$ cat src/rtl/ps2_pkg.sv
// Shared constants for the PS/2 keyboard receiver: FSM encoding, special
// scan codes and default conditioning/timeout parameters.
// No ports; imported by ps2_clk_filter and ps2_keyboard_rx.
package ps2_pkg;

  // FSM encoding
  localparam logic [1:0] ST_IDLE   = 2'd0;
  localparam logic [1:0] ST_DATA   = 2'd1;
  localparam logic [1:0] ST_PARITY = 2'd2;
  localparam logic [1:0] ST_STOP   = 2'd3;

  // Special scan codes
  localparam logic [7:0] PS2_BREAK = 8'hF0;
  localparam logic [7:0] PS2_EXT   = 8'hE0;

  // Default parameters (1 ms timeout at 50 MHz)
  localparam int PS2_FILTER_LEN_DEF = 4;
  localparam int PS2_TIMEOUT_DEF    = 50000;

endpackage

$ cat src/rtl/ps2_clk_filter.sv
// Purpose: 2-FF synchronise ps2_clk/ps2_data, debounce the clock, flag its falling edge.
// Latency: fall_o is high 2+FILTER_LEN cycles after a clean raw falling edge; data_o is 2 cycles behind the pin.
// Backpressure: none; free-running conditioning stage.
// Ports: clock/reset (sync, active-high), ps2_clk_i/ps2_data_i raw pins,
//        fall_o one-cycle falling-edge pulse, data_o synchronised data.
module ps2_clk_filter
  import ps2_pkg::*;
#(
  parameter int FILTER_LEN = PS2_FILTER_LEN_DEF
) (
  input  logic clock,
  input  logic reset,
  input  logic ps2_clk_i,
  input  logic ps2_data_i,
  output logic fall_o,
  output logic data_o
);

  localparam int CW = (FILTER_LEN > 1) ? $clog2(FILTER_LEN) : 1;

  logic          clk_s1_q, clk_s2_q, dat_s1_q, dat_s2_q;
  logic          filt_q, filt_d;
  logic          fall_q, fall_d;
  logic [CW-1:0] cnt_q, cnt_d;

  // cnt_q counts consecutive synchronised samples that disagree with the
  // filtered level; the level only moves on the FILTER_LEN-th such sample.
  always_comb begin
    filt_d = filt_q;
    fall_d = 1'b0;
    cnt_d  = '0;
    if (clk_s2_q != filt_q) begin
      if (cnt_q == CW'(FILTER_LEN - 1)) begin
        filt_d = clk_s2_q;
        fall_d = filt_q;  // moving 1->0
      end else begin
        cnt_d = cnt_q + 1'b1;
      end
    end
  end

  always_ff @(posedge clock) begin
    if (reset) begin
      clk_s1_q <= 1'b1;
      clk_s2_q <= 1'b1;
      dat_s1_q <= 1'b1;
      dat_s2_q <= 1'b1;
      filt_q   <= 1'b1;
      fall_q   <= 1'b0;
      cnt_q    <= '0;
    end else begin
      clk_s1_q <= ps2_clk_i;
      clk_s2_q <= clk_s1_q;
      dat_s1_q <= ps2_data_i;
      dat_s2_q <= dat_s1_q;
      filt_q   <= filt_d;
      fall_q   <= fall_d;
      cnt_q    <= cnt_d;
    end
  end

  assign fall_o = fall_q;
  assign data_o = dat_s2_q;

endmodule

$ cat src/rtl/ps2_keyboard_rx.sv
// Purpose: receive PS/2 keyboard frames, drop break/extended codes, publish make codes.
// Latency: sample/frame_error rise the cycle after the stop-bit fall (or after timeout).
// Backpressure: none; the consumer must take key_reg on the sample strobe.
// Ports: clock/reset (sync, active-high), ps2_clk/ps2_data raw pins,
//        key_reg last make code, sample new-code strobe, frame_error error strobe.
module ps2_keyboard_rx
  import ps2_pkg::*;
#(
  parameter int FILTER_LEN     = PS2_FILTER_LEN_DEF,
  parameter int TIMEOUT_CYCLES = PS2_TIMEOUT_DEF
) (
  input  logic       clock,
  input  logic       reset,
  input  logic       ps2_clk,
  input  logic       ps2_data,
  output logic [7:0] key_reg,
  output logic       sample,
  output logic       frame_error
);

  localparam int TW = $clog2(TIMEOUT_CYCLES + 1);

  logic          fall, data;
  logic [1:0]    state_q, state_d;
  logic [7:0]    shift_q, shift_d;
  logic [2:0]    bit_cnt_q, bit_cnt_d;
  logic          parity_q, parity_d;
  logic [TW-1:0] tmo_q, tmo_d;
  logic          brk_q, brk_d;
  logic [7:0]    key_q, key_d;
  logic          sample_q, sample_d;
  logic          ferr_q, ferr_d;
  logic          tmo_hit;

  ps2_clk_filter #(.FILTER_LEN(FILTER_LEN)) u_filt (
    .clock      (clock),
    .reset      (reset),
    .ps2_clk_i  (ps2_clk),
    .ps2_data_i (ps2_data),
    .fall_o     (fall),
    .data_o     (data)
  );

  assign tmo_hit = (state_q != ST_IDLE) && (tmo_q == TW'(TIMEOUT_CYCLES));

  always_comb begin
    state_d   = state_q;
    shift_d   = shift_q;
    bit_cnt_d = bit_cnt_q;
    parity_d  = parity_q;
    tmo_d     = tmo_q;
    brk_d     = brk_q;
    key_d     = key_q;
    sample_d  = 1'b0;
    ferr_d    = 1'b0;
    if (tmo_hit) begin
      // Timeout beats a coincident fall; partial byte discarded, break kept.
      state_d   = ST_IDLE;
      shift_d   = '0;
      bit_cnt_d = '0;
      tmo_d     = '0;
      ferr_d    = 1'b1;
    end else if (fall) begin
      tmo_d = '0;
      case (state_q)
        ST_IDLE: begin
          if (!data) begin
            state_d   = ST_DATA;
            bit_cnt_d = '0;
          end
        end
        ST_DATA: begin
          shift_d   = {data, shift_q[7:1]};
          bit_cnt_d = bit_cnt_q + 3'd1;
          if (bit_cnt_q == 3'd7) state_d = ST_PARITY;
        end
        ST_PARITY: begin
          parity_d = data;
          state_d  = ST_STOP;
        end
        default: begin  // ST_STOP
          state_d = ST_IDLE;
          if (data && (^shift_q ^ parity_q)) begin
            if (shift_q == PS2_BREAK) begin
              brk_d = 1'b1;
            end else if (shift_q == PS2_EXT) begin
              brk_d = brk_q;
            end else if (brk_q) begin
              brk_d = 1'b0;  // release code of a key: swallow it
            end else begin
              key_d    = shift_q;
              sample_d = 1'b1;
            end
          end else begin
            ferr_d = 1'b1;
          end
        end
      endcase
    end else if (state_q == ST_IDLE) begin
      tmo_d = '0;
    end else begin
      tmo_d = tmo_q + 1'b1;
    end
  end

  always_ff @(posedge clock) begin
    if (reset) begin
      state_q   <= ST_IDLE;
      shift_q   <= '0;
      bit_cnt_q <= '0;
      parity_q  <= 1'b0;
      tmo_q     <= '0;
      brk_q     <= 1'b0;
      key_q     <= 8'h00;
      sample_q  <= 1'b0;
      ferr_q    <= 1'b0;
    end else begin
      state_q   <= state_d;
      shift_q   <= shift_d;
      bit_cnt_q <= bit_cnt_d;
      parity_q  <= parity_d;
      tmo_q     <= tmo_d;
      brk_q     <= brk_d;
      key_q     <= key_d;
      sample_q  <= sample_d;
      ferr_q    <= ferr_d;
    end
  end

  assign key_reg     = key_q;
  assign sample      = sample_q;
  assign frame_error = ferr_q;

endmodule

$ cat config.mk
export PLATFORM = sky130hd
export DESIGN_NAME = ps2_keyboard_rx
export DESIGN_NICKNAME = d
export VERILOG_FILES = /design/src/rtl/ps2_pkg.sv /design/src/rtl/ps2_clk_filter.sv /design/src/rtl/ps2_keyboard_rx.sv
export SDC_FILE = /design/constraint.sdc
export NUM_CORES = 1
export LEC_CHECK = 0
export ABC_AREA = 1
export CAP_MARGIN = 20
export CORE_UTILIZATION = 30
export DETAILED_ROUTE_END_ITERATION = 10
export GPL_TIMING_DRIVEN = 0
export PLACE_DENSITY = 0.43
export SETUP_SLACK_MARGIN = 0.2
export SYNTH_ARGS = -nofsm -noshare
export SYNTH_HDL_FRONTEND = slang
export SYNTH_SLANG_ARGS = --single-unit
$ cat constraint.sdc
create_clock -name clock -period 2.2 [get_ports clock]
set_input_delay 0.22 -clock clock [delete_from_list [all_inputs] [get_ports clock]]
set_output_delay 0.22 -clock clock [all_outputs]
set_load 0.01 [all_outputs]
==> impl_metrics.toml <==
[worst_setup_path]
r2r_slack_ns = 0.35
crit_path_end_kind = "register"
r2r-end = "key_reg[5]"
regToRegStartpoint = "shift_q[4]"
crit_chain = "inv_1 -> ha_1 -> xnor2_1 -> inv_1 -> nand2_1 -> nand3_4 -> nor2_8 -> buf_4 -> nand3_1 -> nand2_1 -> nor2_1"
path_delay_family = "simple AND/OR/NAND/NOR gates"
cp.arrival_ns = 2.06
worstRegToRegCells = 11
slowest_delay_ns = 0.37
required_ns = 2.40
critPathSlowestCell = "dfxtp_2"
critPathKind = "reg -> reg"
start_kind = "register"
critPathBufInv = 3
path_max_fanout = 8

[detailed_routing]
dr_wl_met3_um = 150
met1_length_um = 2411
post_drt_wl_per_cell_um = 10.70
drc = 0
antenna_left = 0
maxUsedRoutingLayer = "met4"
vias_per_cell = 4.410
wl_met2_um = 1934
routed_wl_um = 4568
dr.first_iter.drc_count = 57
vias = 1883
dr.pass1.iters = 4

[final_layout]
diodes = 0
fin_util = 0.3673
stdcell_count = 427
nets = 343
area_growth_pct = 17.95
final_layout_size_suffix_gt1_frac = 0.1815
final_common_cell = "dfxtp_1"
layout_common_cells = "dfxtp_1, nand2_1, inv_1"
largest_reg_flops = 16

[global_routing]
antenna_found_initial = 0
grt.total_usage = 0.1183
grt_pass1_vias = 1703
grt-ovfl-total = 0
grt_pass1_wl_um = 7997
grt_max_degree = 15

[sta]
fmax_mhz = 539.2
relSlewSlack = 0.7139
final.setup.tns_ns = 0
slew_violations = 0
final_hold_viol_count = 0
setup_viol = 0
min_period_ns = 1.854
tightest_slew_ns = 0.4292
finalCritPeriodShare = 0.8429
setup_slack_ns = 0.3455
skew_ns = 0.004849
rsz0062_at_grt = "no"
whs_ns = 0.4158

[clock_tree]
clk_latency_ns = 0.30
tritoncts = "built"
cts_sinks = 49
clockBufferDepth = 2
htree_levels = 2
cts_hold_buf = 0
tritoncts.num_buffers = 5
cts_root_buffer = "clkbuf_8"
clk_pin_slew_worst_paths_ns = 0.09

[worst_hold_path]
min_from = "u_filt.dat_s1_q"
holdPathStages = 1
worstHoldEndpoint = "u_filt.data_o"
min_path_type = "reg -> reg"

[placement]
place_congestion = 0.7551
pre_cts_slack_ns = 0.2850
hpwlAfterDp_um = 3411
io_buffers = 13
dp.cells = 416

[synthesis]
ys_ff_latch = 49
syn_inst = 301
synth-main-ff-cell = "dfxtp_1"
synth_top_area_frac = 0.4056
synth-warning-count = 0
synth_top_area_cell = "dfxtp_1"
synth.area.top_cells = "dfxtp_1, ha_1, nand2_1"
ys_seq_area_frac = 0.4056
synth_area_per_cell_um2 = 8.035
synthArstFlopShare = 0
yosysUniqueCellTypes = 37
synth-edff-count = 0
synthesis.area_um2 = 2419
syn-num-nets = 320

[floorplanning]
num_rows = 32
io-pin-count = 14
die_area_um2 = 8425
initial_utilization = 0.3114
coreArea_um2 = 7767
die_h_um = 91.79
die_w_um = 91.79

[flow_run]
maxCapViolCount = 0

[power]
ir_worst_vdd_v = 0.0002762
p_leak_nw = 1.038
pwr_density_cell_nw_per_um2 = 553.7

[run_status]
status = "finished clean"
-- stage by stage --
step	area [µm²]	power, mW
5_1_grt	2853	1.642
2_1_floorplan	2419	0.9279
4_1_cts	2793	1.613
6_report	2853	1.580
3_3_place_gp	2676	0.9390
3_5_place_dp	2676	0.9392
-- final cells by class --
type,count,area (µm²)
inverter,39,146.4
tap,102,127.6
clock inverter,1,30.03
timing repair buffer,16,170.2
clock buffer,7,86.33
sequential,49,985.9
fill,822,4915
buffer,8,63.81
multi-input combinational,205,1242
-- how the worst max path moves through the flow --
stage          slack, ns    endpoint  cells past startpoint       start
6_report            0.35  key_reg[5]                     11  shift_q[4]
2_1_floorplan       0.53  key_reg[6]                     11  shift_q[4]
3_5_place_dp        0.28  key_reg[6]                     11  shift_q[4]
5_1_grt             0.21  key_reg[5]                     11  shift_q[4]
3_3_place_gp        0.29  key_reg[6]                     11  shift_q[4]
4_1_cts             0.26  key_reg[6]                     11  shift_q[4]
-- logic make-up after synthesis --
logic type,after synthesis,synth area share
simple gates,145,0.3104
flops,49,0.4056
buf+inv,47,0.08588
compound gates,39,0.09881
fa+ha+maj,15,0.07760
xor+xnor,6,0.02173
-- synth_stat cells (all sizes together), types with 4 or more instances --
master  count
inv        39
nor3        9
xor2        4
nand2      46
buf         6
a21oi      28
ha         15
nor2       39
o21ai       6
dfxtp      49
nand3      32
or2         5
nand4       6
-- routing by layer --
layer,vias to the layer above,global-route usage
li1,1025,-
met1,829,0.1644
met2,25,0.1742
met3,4,0.02985
met4,0,0.04688
met5,-,0
-- repair_timing --
action                                  in CTS  in global routing
setup buffers                                0                  2
endpoints found under the setup margin       0                 15
gates resized for setup                      0                  7
-- worst register-to-register path, stage by stage (launching register included) --
cell     delay (ns)
dfxtp_2        0.37
inv_1          0.06
ha_1           0.30
xnor2_1        0.23
inv_1          0.06
nand2_1        0.10
nand3_4        0.11
nor2_8         0.21
buf_4          0.14
nand3_1        0.06
nand2_1        0.07
nor2_1         0.04
-- power by group --
| group | internal (mW) | leakage, nW | total (mW) | switching (mW) |
|---|---|---|---|---|
| clock network | 0.371 | 0.0585 | 0.662 | 0.291 |
| logic | 0.0111 | 0.582 | 0.0254 | 0.0143 |
| registers | 0.890 | 0.398 | 0.892 | 0.00232 |
| total | 1.27 | 1.04 | 1.58 | 0.308 |
(Power assumes the default switching activity.)
